### src/rtl/ps2_rx_fifo_if.sv
// ps2_rx_fifo_if: PS/2 pin inputs, consumer handshake and FIFO status of the receiver
interface ps2_rx_fifo_if #(
   parameter int FIFO_DEPTH = 4
);
   localparam int CW = $clog2(FIFO_DEPTH) + 1;
   logic          clk_ps2;
   logic          data_ps2;
   logic          read_enable;
   logic          byte_pop;
   logic [7:0]    byte_data;
   logic [1:0]    byte_error_code;
   logic          byte_valid;
   logic [CW-1:0] fifo_count;
   logic          frame_timeout;
   logic          overflow;
   modport master (
      output clk_ps2, data_ps2, read_enable, byte_pop,
      input  byte_data, byte_error_code, byte_valid, fifo_count, frame_timeout, overflow
   );
   modport slave (
      input  clk_ps2, data_ps2, read_enable, byte_pop,
      output byte_data, byte_error_code, byte_valid, fifo_count, frame_timeout, overflow
   );
endinterface

### src/rtl/ps2_rx_fifo.sv
// ps2_rx_fifo: PS/2 device-to-host receiver with clock glitch filter, frame timeout, parity modes and FWFT byte FIFO
module ps2_rx_fifo #(
   parameter int CLK_FREQ_HZ = 50000000,
   parameter int TIMEOUT_US  = 1000,
   parameter int FILTER_LEN  = 8,
   parameter int PARITY_MODE = 0,
   parameter int FIFO_DEPTH  = 4
) (
   input logic          CLK,
   input logic          RESET,
   ps2_rx_fifo_if.slave bus
);
   localparam int TIMEOUT_CYCLES = CLK_FREQ_HZ / 1000000 * TIMEOUT_US;
   localparam int TW = $clog2(TIMEOUT_CYCLES + 1);
   localparam int AW = $clog2(FIFO_DEPTH);
   localparam int CW = AW + 1;
   typedef enum logic [2:0] {IDLE, DATA, PARITY, STOP, PUSH} state_t;
   state_t        state, state_nx;
   logic          c_meta, c_sync, d_meta, d_sync;
   logic          c_filt, c_filt_d;
   logic [7:0]    filt_cnt;
   logic          fe, busy, tmo;
   logic [2:0]    bit_cnt;
   logic [7:0]    shreg;
   logic          perr, serr;
   logic [TW-1:0] timer;
   logic [9:0]    mem [FIFO_DEPTH];
   logic [AW-1:0] wp, rp;
   logic [CW-1:0] count;
   logic          empty, full, push, pop, wr, ovf;

   // two-flop synchronisers; both lines idle high
   always_ff @(posedge CLK)
      if (RESET) {c_meta, c_sync, d_meta, d_sync} <= '1;
      else {c_meta, c_sync, d_meta, d_sync} <= {bus.clk_ps2, c_meta, bus.data_ps2, d_meta};

   // filtered clock follows the synchronised clock only after FILTER_LEN consecutive differing samples
   always_ff @(posedge CLK)
      if (RESET) begin
         c_filt   <= 1'b1;
         c_filt_d <= 1'b1;
         filt_cnt <= '0;
      end else begin
         c_filt_d <= c_filt;
         if (c_sync == c_filt) filt_cnt <= '0;
         else if (filt_cnt == 8'(FILTER_LEN - 1)) begin
            c_filt   <= c_sync;
            filt_cnt <= '0;
         end else filt_cnt <= filt_cnt + 1'b1;
      end

   assign fe   = c_filt_d & ~c_filt;
   assign busy = state inside {DATA, PARITY, STOP};
   assign tmo  = busy && !fe && timer == TW'(TIMEOUT_CYCLES - 1);

   // frame state register
   always_ff @(posedge CLK)
      if (RESET) state <= IDLE;
      else state <= state_nx;

   // frame sequencing; an expired inter-edge gap abandons the frame
   always_comb begin
      state_nx = state;
      case (state)
         IDLE:    state_nx = (fe && bus.read_enable && !d_sync) ? DATA : IDLE;
         DATA:    state_nx = (fe && bit_cnt == 3'd7) ? ((PARITY_MODE == 2) ? STOP : PARITY) : DATA;
         PARITY:  state_nx = fe ? STOP : PARITY;
         STOP:    state_nx = fe ? PUSH : STOP;
         PUSH:    state_nx = IDLE;
         default: state_nx = IDLE;
      endcase
      if (tmo) state_nx = IDLE;
   end

   // bit shifting, parity/stop checks and the inter-edge timer
   always_ff @(posedge CLK)
      if (RESET) begin
         timer   <= '0;
         bit_cnt <= '0;
         shreg   <= '0;
         perr    <= 1'b0;
         serr    <= 1'b0;
      end else begin
         timer <= (busy && !fe && !tmo) ? timer + 1'b1 : '0;
         if (state == IDLE) begin
            bit_cnt <= '0;
            if (state_nx == DATA) {perr, serr} <= 2'b00;
         end
         if (state == DATA && fe) begin
            shreg   <= {d_sync, shreg[7:1]};
            bit_cnt <= bit_cnt + 1'b1;
         end
         if (state == PARITY && fe) perr <= (^{shreg, d_sync}) ^ (PARITY_MODE == 0);
         if (state == STOP && fe) serr <= ~d_sync;
      end

   assign empty = count == '0;
   assign full  = count == CW'(FIFO_DEPTH);
   assign push  = state == PUSH;
   assign pop   = bus.byte_pop && !empty;
   assign wr    = push && (!full || pop);

   // FIFO storage, written only when there is room or the head leaves in the same cycle
   always_ff @(posedge CLK)
      if (wr) mem[wp] <= {serr, perr, shreg};

   // FIFO pointers, occupancy and sticky overflow
   always_ff @(posedge CLK)
      if (RESET) begin
         wp    <= '0;
         rp    <= '0;
         count <= '0;
         ovf   <= 1'b0;
      end else begin
         wp    <= wr ? wp + 1'b1 : wp;
         rp    <= pop ? rp + 1'b1 : rp;
         count <= count + CW'(wr) - CW'(pop);
         ovf   <= ovf | (push && full && !pop);
      end

   assign {bus.byte_error_code, bus.byte_data} = empty ? 10'd0 : mem[rp];
   assign bus.byte_valid    = !empty;
   assign bus.fifo_count    = count;
   assign bus.frame_timeout = tmo;
   assign bus.overflow      = ovf;
endmodule
### src/flat_wrapper.sv
// flat-port wrapper written by rule: the top's interface ports become plain ports
module ps2_rx_fifo_flat 
#(
   parameter int CLK_FREQ_HZ = 50000000,
   parameter int TIMEOUT_US  = 1000,
   parameter int FILTER_LEN  = 8,
   parameter int PARITY_MODE = 0,
   parameter int FIFO_DEPTH  = 4
)
  (CLK, RESET, bus_clk_ps2, bus_data_ps2, bus_read_enable, bus_byte_pop, bus_byte_data, bus_byte_error_code, bus_byte_valid, bus_fifo_count, bus_frame_timeout, bus_overflow);
  ps2_rx_fifo_if #(.FIFO_DEPTH(FIFO_DEPTH)) bus_i ();
  input logic CLK;
  input logic RESET;
  input wire logic [$bits(bus_i.clk_ps2)-1:0] bus_clk_ps2;
  input wire logic [$bits(bus_i.data_ps2)-1:0] bus_data_ps2;
  input wire logic [$bits(bus_i.read_enable)-1:0] bus_read_enable;
  input wire logic [$bits(bus_i.byte_pop)-1:0] bus_byte_pop;
  output wire logic [$bits(bus_i.byte_data)-1:0] bus_byte_data;
  output wire logic [$bits(bus_i.byte_error_code)-1:0] bus_byte_error_code;
  output wire logic [$bits(bus_i.byte_valid)-1:0] bus_byte_valid;
  output wire logic [$bits(bus_i.fifo_count)-1:0] bus_fifo_count;
  output wire logic [$bits(bus_i.frame_timeout)-1:0] bus_frame_timeout;
  output wire logic [$bits(bus_i.overflow)-1:0] bus_overflow;
  assign bus_i.clk_ps2 = bus_clk_ps2;
  assign bus_i.data_ps2 = bus_data_ps2;
  assign bus_i.read_enable = bus_read_enable;
  assign bus_i.byte_pop = bus_byte_pop;
  assign bus_byte_data = bus_i.byte_data;
  assign bus_byte_error_code = bus_i.byte_error_code;
  assign bus_byte_valid = bus_i.byte_valid;
  assign bus_fifo_count = bus_i.fifo_count;
  assign bus_frame_timeout = bus_i.frame_timeout;
  assign bus_overflow = bus_i.overflow;
  ps2_rx_fifo #(.CLK_FREQ_HZ(CLK_FREQ_HZ), .TIMEOUT_US(TIMEOUT_US), .FILTER_LEN(FILTER_LEN), .PARITY_MODE(PARITY_MODE), .FIFO_DEPTH(FIFO_DEPTH)) u_core (.CLK(CLK), .RESET(RESET), .bus(bus_i));
endmodule
### config.mk
export PLATFORM = sky130hd
export DESIGN_NAME = ps2_rx_fifo_flat
export DESIGN_NICKNAME = d
export VERILOG_FILES = /design/src/rtl/ps2_rx_fifo_if.sv /design/src/rtl/ps2_rx_fifo.sv /design/src/flat_wrapper.sv
export SDC_FILE = /design/constraint.sdc
export NUM_CORES = 1
export LEC_CHECK = 0
export ABC_AREA = 1
export CORE_MARGIN = 8
export CORE_UTILIZATION = 50
export CTS_CLUSTER_DIAMETER = 60
export CTS_CLUSTER_SIZE = 8
export DETAILED_ROUTE_END_ITERATION = 16
export PLACE_DENSITY = 0.71
export SYNTH_ARGS = -nofsm -noshare
export SYNTH_HDL_FRONTEND = slang
export SYNTH_SLANG_ARGS = --single-unit
### constraint.sdc
create_clock -name CLK -period 1.8 [get_ports CLK]
set_input_delay 0.36 -clock CLK [delete_from_list [all_inputs] [get_ports CLK]]
set_output_delay 0.36 -clock CLK [all_outputs]
set_load 0.02 [all_outputs]
==> qor.csv, run 1 <==
stage;metric;value;unit
status;status;finished with violations;
status;violations;negative setup slack;
global_routing;grt.total_usage;0.1519;
timing;setup_ws;-0.07100;ns
floorplan;die_y;109.0;um
route;routedWlPerCell;12.68;um
yosys;seq_area_frac_synth;0.5373;
timing;worstMarginPinSlew;0.3666;ns
timing;grt_setup_unrepaired;yes;
placed_design;gp_congestion;0.7822;
timing;hold_viol;0;
cells_and_area;ff_latch_area;0.002340;mm2
worst_hold_path;hold_path_class;flip-flop to flip-flop;
clock_tree;cts_tree;built;
global_routing;grt_start_max_net_pins;21;
route;drtIter0Drc;149;
worst_setup_path;path_max_fanout;2;
yosys;synth_top_cell_area_share;0.2779;
placed_design;place_ws;-0.4135;ns
floorplan;std_cell_rows;34;
route;routed_wl;8.699;mm
worst_setup_path;r2r-start;u_core.bus.fifo_count[0]$_SDFF_PP0_;
yosys;synth.distinct_cells;37;
timing;fin_skew;0.007098;ns
cells_and_area;fillers;667;
floorplan;ios;22;
timing;min_period;1.871;ns
worst_setup_path;critPathKind;flip-flop to primary output;
worst_setup_path;cp.required;1.44;ns
worst_setup_path;endpoint_kind;primary output;
worst_setup_path;startpoint;u_core.timer[1]$_SDFF_PP0_;
yosys;syn_inst;491;
worst_setup_path;cp.arrival;1.51;ns
yosys;synth_edf_count;40;
placed_design;hpwl;5.766;mm
cells_and_area;antenna_cells;0;
floorplan;fp.dieW;109.0;um
route;wl_met1;3.741;mm
timing;fin_crit_sh;1.039;
timing;slew_violations;0;
timing;fmax;0.5345;GHz
clock_tree;htree_levels;3;
yosys;ys_ff_latch;96;
cells_and_area;nets;590;
clock_tree;clkLatencyLatePin;0.36;ns
clock_tree;cts_made_buffers;9;
worst_setup_path;r2r_slack;0.01;ns
yosys;synth_top_area_cell;edfxtp_1;
route;drtAntennaViolNets;0;
yosys;yosysWarningCount;0;
global_routing;grt_overflow;0;
cells_and_area;most-common-layout-cells;71 x nand2_1, 59 x buf_4, 58 x inv_1, 57 x nor2_1, 48 x dfxtp_1;
global_routing;grt_pass1_vias;3302;
power_and_ir_drop;peakVddDrop;643.4;uV
clock_tree;ctsLongestPathBuffers;2;
power_and_ir_drop;p_leak;2.181;nW
timing;finalSetupViolCount;7;
floorplan;start_util;0.5054;
power_and_ir_drop;cellPowerDensity;1100;mW/mm2
route;vias;3392;
floorplan;dieArea;0.01187;mm2
yosys;avgSynthCellArea;8.802;um2
yosys;synthFlopType;dfxtp_1;
worst_setup_path;rr_endpoint;u_core.bus.fifo_count[1]$_SDFF_PP0_;
route;wl_met2;4.452;mm
timing;maxSlewHeadroom;0.7553;
route;drtPass1Iterations;4;
clock_tree;postCtsHoldBufs;0;
timing;fin_tns_setup;-0.2944;ns
clock_tree;cts_sinks;96;
timing;hold_slack;0.4201;ns
yosys;synth_area;0.004322;mm2
cells_and_area;multiInputGateArea;0.001901;mm2
cells_and_area;final_core_util;0.6583;
cells_and_area;drive_gt1_frac;0.3131;
yosys;async_flop_share;0;
route;highest_layer;met4;
yosys;syn-num-nets;508;
clock_tree;path_clk_slew;0.08;ns
global_routing;antenna_found_initial;0;
route;drc;0;
floorplan;core_area;0.008551;mm2
run;max-cap-violations;0;
clock_tree;root_buffer;clkbuf_8;
cells_and_area;area_growth_syn_to_layout;30.25;%
worst_setup_path;rr_worst_depth;10;
worst_setup_path;start_kind;flip-flop;
placed_design;io_buffers;21;
power_and_ir_drop;total_power;6.190;mW
yosys;synthTopCellsByArea;edfxtp_1 28%, dfxtp_1 26%, nor2_1 6.4%, nand2_1 6.3%, inv_1 5.4%;
global_routing;grt_pass1_wl;14.29;mm
route;wl_met3;306;um
cells_and_area;final_common_cell;nand2_1;
worst_setup_path;crit_path_end;bus_frame_timeout;
route;vias_per_cell;4.945;
## cells in the mapped netlist, types with 5 or more instances
cell type   n
nor2_1     74
nand2_1    72
inv_1      62
dfxtp_1    56
edfxtp_1   40
o21ai_0    39
a21oi_1    35
nand3_1    14
nor3_1     11
ha_1       10
nor2_2      8
clkbuf_1    7
nand4_1     7
inv_2       6
a21oi_2     5
nor3_2      5
xor2_1      5
## worst max-delay path: stages, from the launching register on
cell     delay [ns]
dfxtp_2        0.36
ha_4           0.15
nand3_4        0.09
nor2_4         0.13
nand3_2        0.10
nor4_4         0.15
buf_4          0.18
## worst min path at each step
stage / slack (ns) / start / depth (start not counted) / to
global placement: 0.40 / u_core.c_meta$_SDFF_PP1_ / 1 / u_core.c_sync$_SDFF_PP1_
global route: 0.45 / u_core.c_meta$_SDFF_PP1_ / 1 / u_core.c_sync$_SDFF_PP1_
CTS: 0.43 / u_core.c_meta$_SDFF_PP1_ / 1 / u_core.c_sync$_SDFF_PP1_
floorplan: 0.39 / u_core.c_meta$_SDFF_PP1_ / 1 / u_core.c_sync$_SDFF_PP1_
finish: 0.42 / u_core.c_meta$_SDFF_PP1_ / 1 / u_core.c_sync$_SDFF_PP1_
detailed placement: 0.40 / u_core.c_meta$_SDFF_PP1_ / 1 / u_core.c_sync$_SDFF_PP1_
## stage by stage
stage | cells | cell area (um2)
finish | 686 | 5629
floorplan | 491 | 4362
global placement | 661 | 5062
CTS | 685 | 5503
global route | 686 | 5629
detailed placement | 661 | 5062
## sequential cells by signal, summed over array words and instances (netlist names), named ones only
signal,cells
u_core.perr,1
u_core.timer,16
u_core.filt_cnt,8
u_core.c_sync,1
u_core.c_filt_d,1
u_core.wp,2
u_core.bus.fifo_count,3
u_core.d_meta,1
u_core.shreg,8
u_core.rp,2
u_core.mem,40
u_core.bit_cnt,3
u_core.c_meta,1
u_core.d_sync,1
u_core.serr,1
u_core.state,3
u_core.bus.overflow,1
u_core.c_filt,1
## cell families (layout without fill, tap and decap cells)
| kind of cell | Yosys count | in the layout | synth area share |
|---|---|---|---|
| adders and majority gates | 11 | 11 | 0.03358 |
| buffers and inverters | 81 | 168 | 0.07527 |
| DFF | 96 | 96 | 0.5373 |
| AOI/OAI and AO/OA | 82 | 82 | 0.09989 |
| xor gates and xnor gates | 6 | 6 | 0.01216 |
| and+or+nand+nor | 215 | 215 | 0.2418 |
## cell type report
cell class	count	share of cell area
clock inverters	5	0.01511
inverters	70	0.04890
repair buffers	82	0.1316
well taps	108	0.02401
flip-flops and latches	96	0.4156
clock buffers	11	0.02712
multi-input cells	314	0.3376
## power breakdown
group | switching, mW | leakage [nW] | total (mW) | internal, mW
clock network | 0.729 | 0.116 | 1.61 | 0.877
registers | 0.0666 | 0.823 | 2.39 | 2.33
logic | 1.12 | 1.24 | 2.19 | 1.07
total | 1.92 | 2.18 | 6.19 | 4.27
## timing repair
item / in CTS / in global routing
endpoints found under the setup margin: 55 / 53
pin swaps: 10 / 12
endpoints found under the hold margin: 0 / 0
gates cloned: 4 / 0
resized for setup: 108 / 42
setup buffers: 4 / 2
## metal layers
layer | up-vias | track usage
met5 | - | 0
met4 | 0 | 0.07820
met3 | 18 | 0.02719
met2 | 49 | 0.2630
met1 | 1558 | 0.1761
li1 | 1767 | -
Power figures use the tool's default switching activity.
==> run 2, diff against run 1 <==
CORE_UTILIZATION = 54   (was 50)
PLACE_DENSITY = 0.76   (was 0.71)
==> qor.csv, run 2 (synthesis results as in run 1) <==
stage;metric;value;unit
status;status;finished with violations;
status;violations;negative setup slack;
placed_design;dp_cells;649;
worst_setup_path;critPathKind;flip-flop to primary output;
cells_and_area;final_common_cell;nand2_1;
worst_setup_path;rr_worst_depth;10;
cells_and_area;final_core_util;0.6865;
cells_and_area;most-common-layout-cells;71 x nand2_1, 61 x nor2_1, 59 x inv_1, 54 x buf_4, 47 x dfxtp_1;
floorplan;start_util;0.5593;
cells_and_area;largest_reg_flops;40;
route;drc;0;
clock_tree;cts_made_buffers;9;
worst_setup_path;start_kind;flip-flop;
worst_setup_path;path_max_fanout;2;
run;max-cap-violations;0;
timing;setup_ws;-0.1159;ns
placed_design;io_buffers;21;
placed_design;hpwl;6.385;mm
route;routedWlPerCell;12.78;um
worst_setup_path;endpoint_kind;primary output;
route;drtAntennaViolNets;0;
timing;grt_setup_unrepaired;yes;
timing;hold_viol;0;
clock_tree;cts_sinks;96;
timing;maxSlewHeadroom;0.7439;
floorplan;core_area;0.007727;mm2
timing;fin_skew;0.01347;ns
clock_tree;path_clk_slew;0.09;ns
worst_hold_path;hold_path_class;flip-flop to flip-flop;
route;routed_wl;8.522;mm
floorplan;std_cell_rows;32;
cells_and_area;stdcell_count;667;
timing;finalSetupViolCount;1;
power_and_ir_drop;cellPowerDensity;1006;mW/mm2
route;drtIter0Drc;98;
worst_setup_path;cp.arrival;1.56;ns
timing;fmax;0.5220;GHz
cells_and_area;fillers;589;
global_routing;grt_overflow;0;
cells_and_area;top_regs;u_core.mem (40), u_core.timer (16);
clock_tree;clkLatencyLatePin;0.36;ns
cells_and_area;nets;577;
route;vias;3368;
timing;min_period;1.916;ns
power_and_ir_drop;p_leak;2.066;nW
floorplan;ios;22;
floorplan;fp.dieW;105.5;um
worst_setup_path;r2r_slack;0.02;ns
floorplan;dieArea;0.01112;mm2
clock_tree;htree_levels;3;
floorplan;die_y;105.5;um
worst_hold_path;min_path_cells;1;
route;drtPass1Iterations;4;
clock_tree;postCtsHoldBufs;0;
placed_design;gp_congestion;0.8001;
timing;fin_crit_sh;1.064;
worst_setup_path;cp.required;1.44;ns
global_routing;grt.total_usage;0.1609;
global_routing;antenna_found_initial;0;
cells_and_area;regMostFlops;u_core.mem;
global_routing;grt_pass1_wl;14.77;mm
cells_and_area;antenna_cells;0;
clock_tree;ctsLongestPathBuffers;2;
power_and_ir_drop;peakVddDrop;577.8;uV
timing;worstMarginPinSlew;0.3812;ns
cells_and_area;drive_gt1_frac;0.2673;
route;vias_per_cell;5.049;
global_routing;grt_pass1_vias;3360;
timing;slew_violations;0;
cells_and_area;area_growth_syn_to_layout;22.76;%
clock_tree;root_buffer;clkbuf_8;
global_routing;grt_start_max_net_pins;21;
clock_tree;cts_tree;built;
timing;hold_slack;0.4283;ns
run 2: report_power, final:
group	internal, mW	switching (mW)
combinational	0.715	0.907
clock	0.531	0.790
sequential	2.33	0.0658
total	3.57	1.76
run 2: what timing repair did:
action                                 CTS  global route
cloned                                   1             0
resized for setup                       75            45
pin swaps                                3            17
setup buffers                            1             0
setup endpoints to repair               54            53
endpoints found under the hold margin    0             0
run 2: layer usage:
metal / vias to the layer above / track usage / part of all wire
met5: - / 0 / 0
met1: 1561 / 0.1861 / 0.44
met3: 14 / 0.03593 / 0.033
met2: 48 / 0.2747 / 0.50
met4: 0 / 0.08053 / 0.020
li1: 1745 / - / -
run 2: critical path, stage by stage, from the launching register on:
cell and delay (ns):
dfxtp_2 0.36, ha_4 0.15, nand3_4 0.08, nor2_4 0.13
nand3_2 0.08, nor4_2 0.22, buf_4 0.18
run 2: layout make-up:
type	count	area (um2)	area share
sequential	96	2341	0.4413
multi-input combinational	314	1823	0.3436
timing repair buffer	69	558.0	0.1052
inverter	70	269.0	0.05071
tap	102	127.6	0.02406
clock buffer	9	123.9	0.02335
clock inverter	7	62.56	0.01179
run 2: path summary, 6_finish.rpt:
path / from / to
max reg2reg: u_core.bus.fifo_count[1]$_SDFF_PP0_ / u_core.bus.fifo_count[2]$_SDFF_PP0_
min: u_core.c_meta$_SDFF_PP1_ / u_core.c_sync$_SDFF_PP1_
max: u_core.timer[1]$_SDFF_PP0_ / bus_frame_timeout
min reg2reg: u_core.c_meta$_SDFF_PP1_ / u_core.c_sync$_SDFF_PP1_
run 2: through the flow:
step | TNS, ns | instance area [um2] | power [mW] | worst slack (ns)
floorplan | -0.06993 | 4362 | 3.262 | -0.06993
global placement | -12.34 | 4985 | 3.911 | -0.3511
detailed placement | -16.77 | 4985 | 3.956 | -0.4049
CTS | -3.466 | 5195 | 5.245 | -0.1729
global route | -0.8812 | 5305 | 5.619 | -0.2082
finish | -0.1159 | 5305 | 5.335 | -0.1159
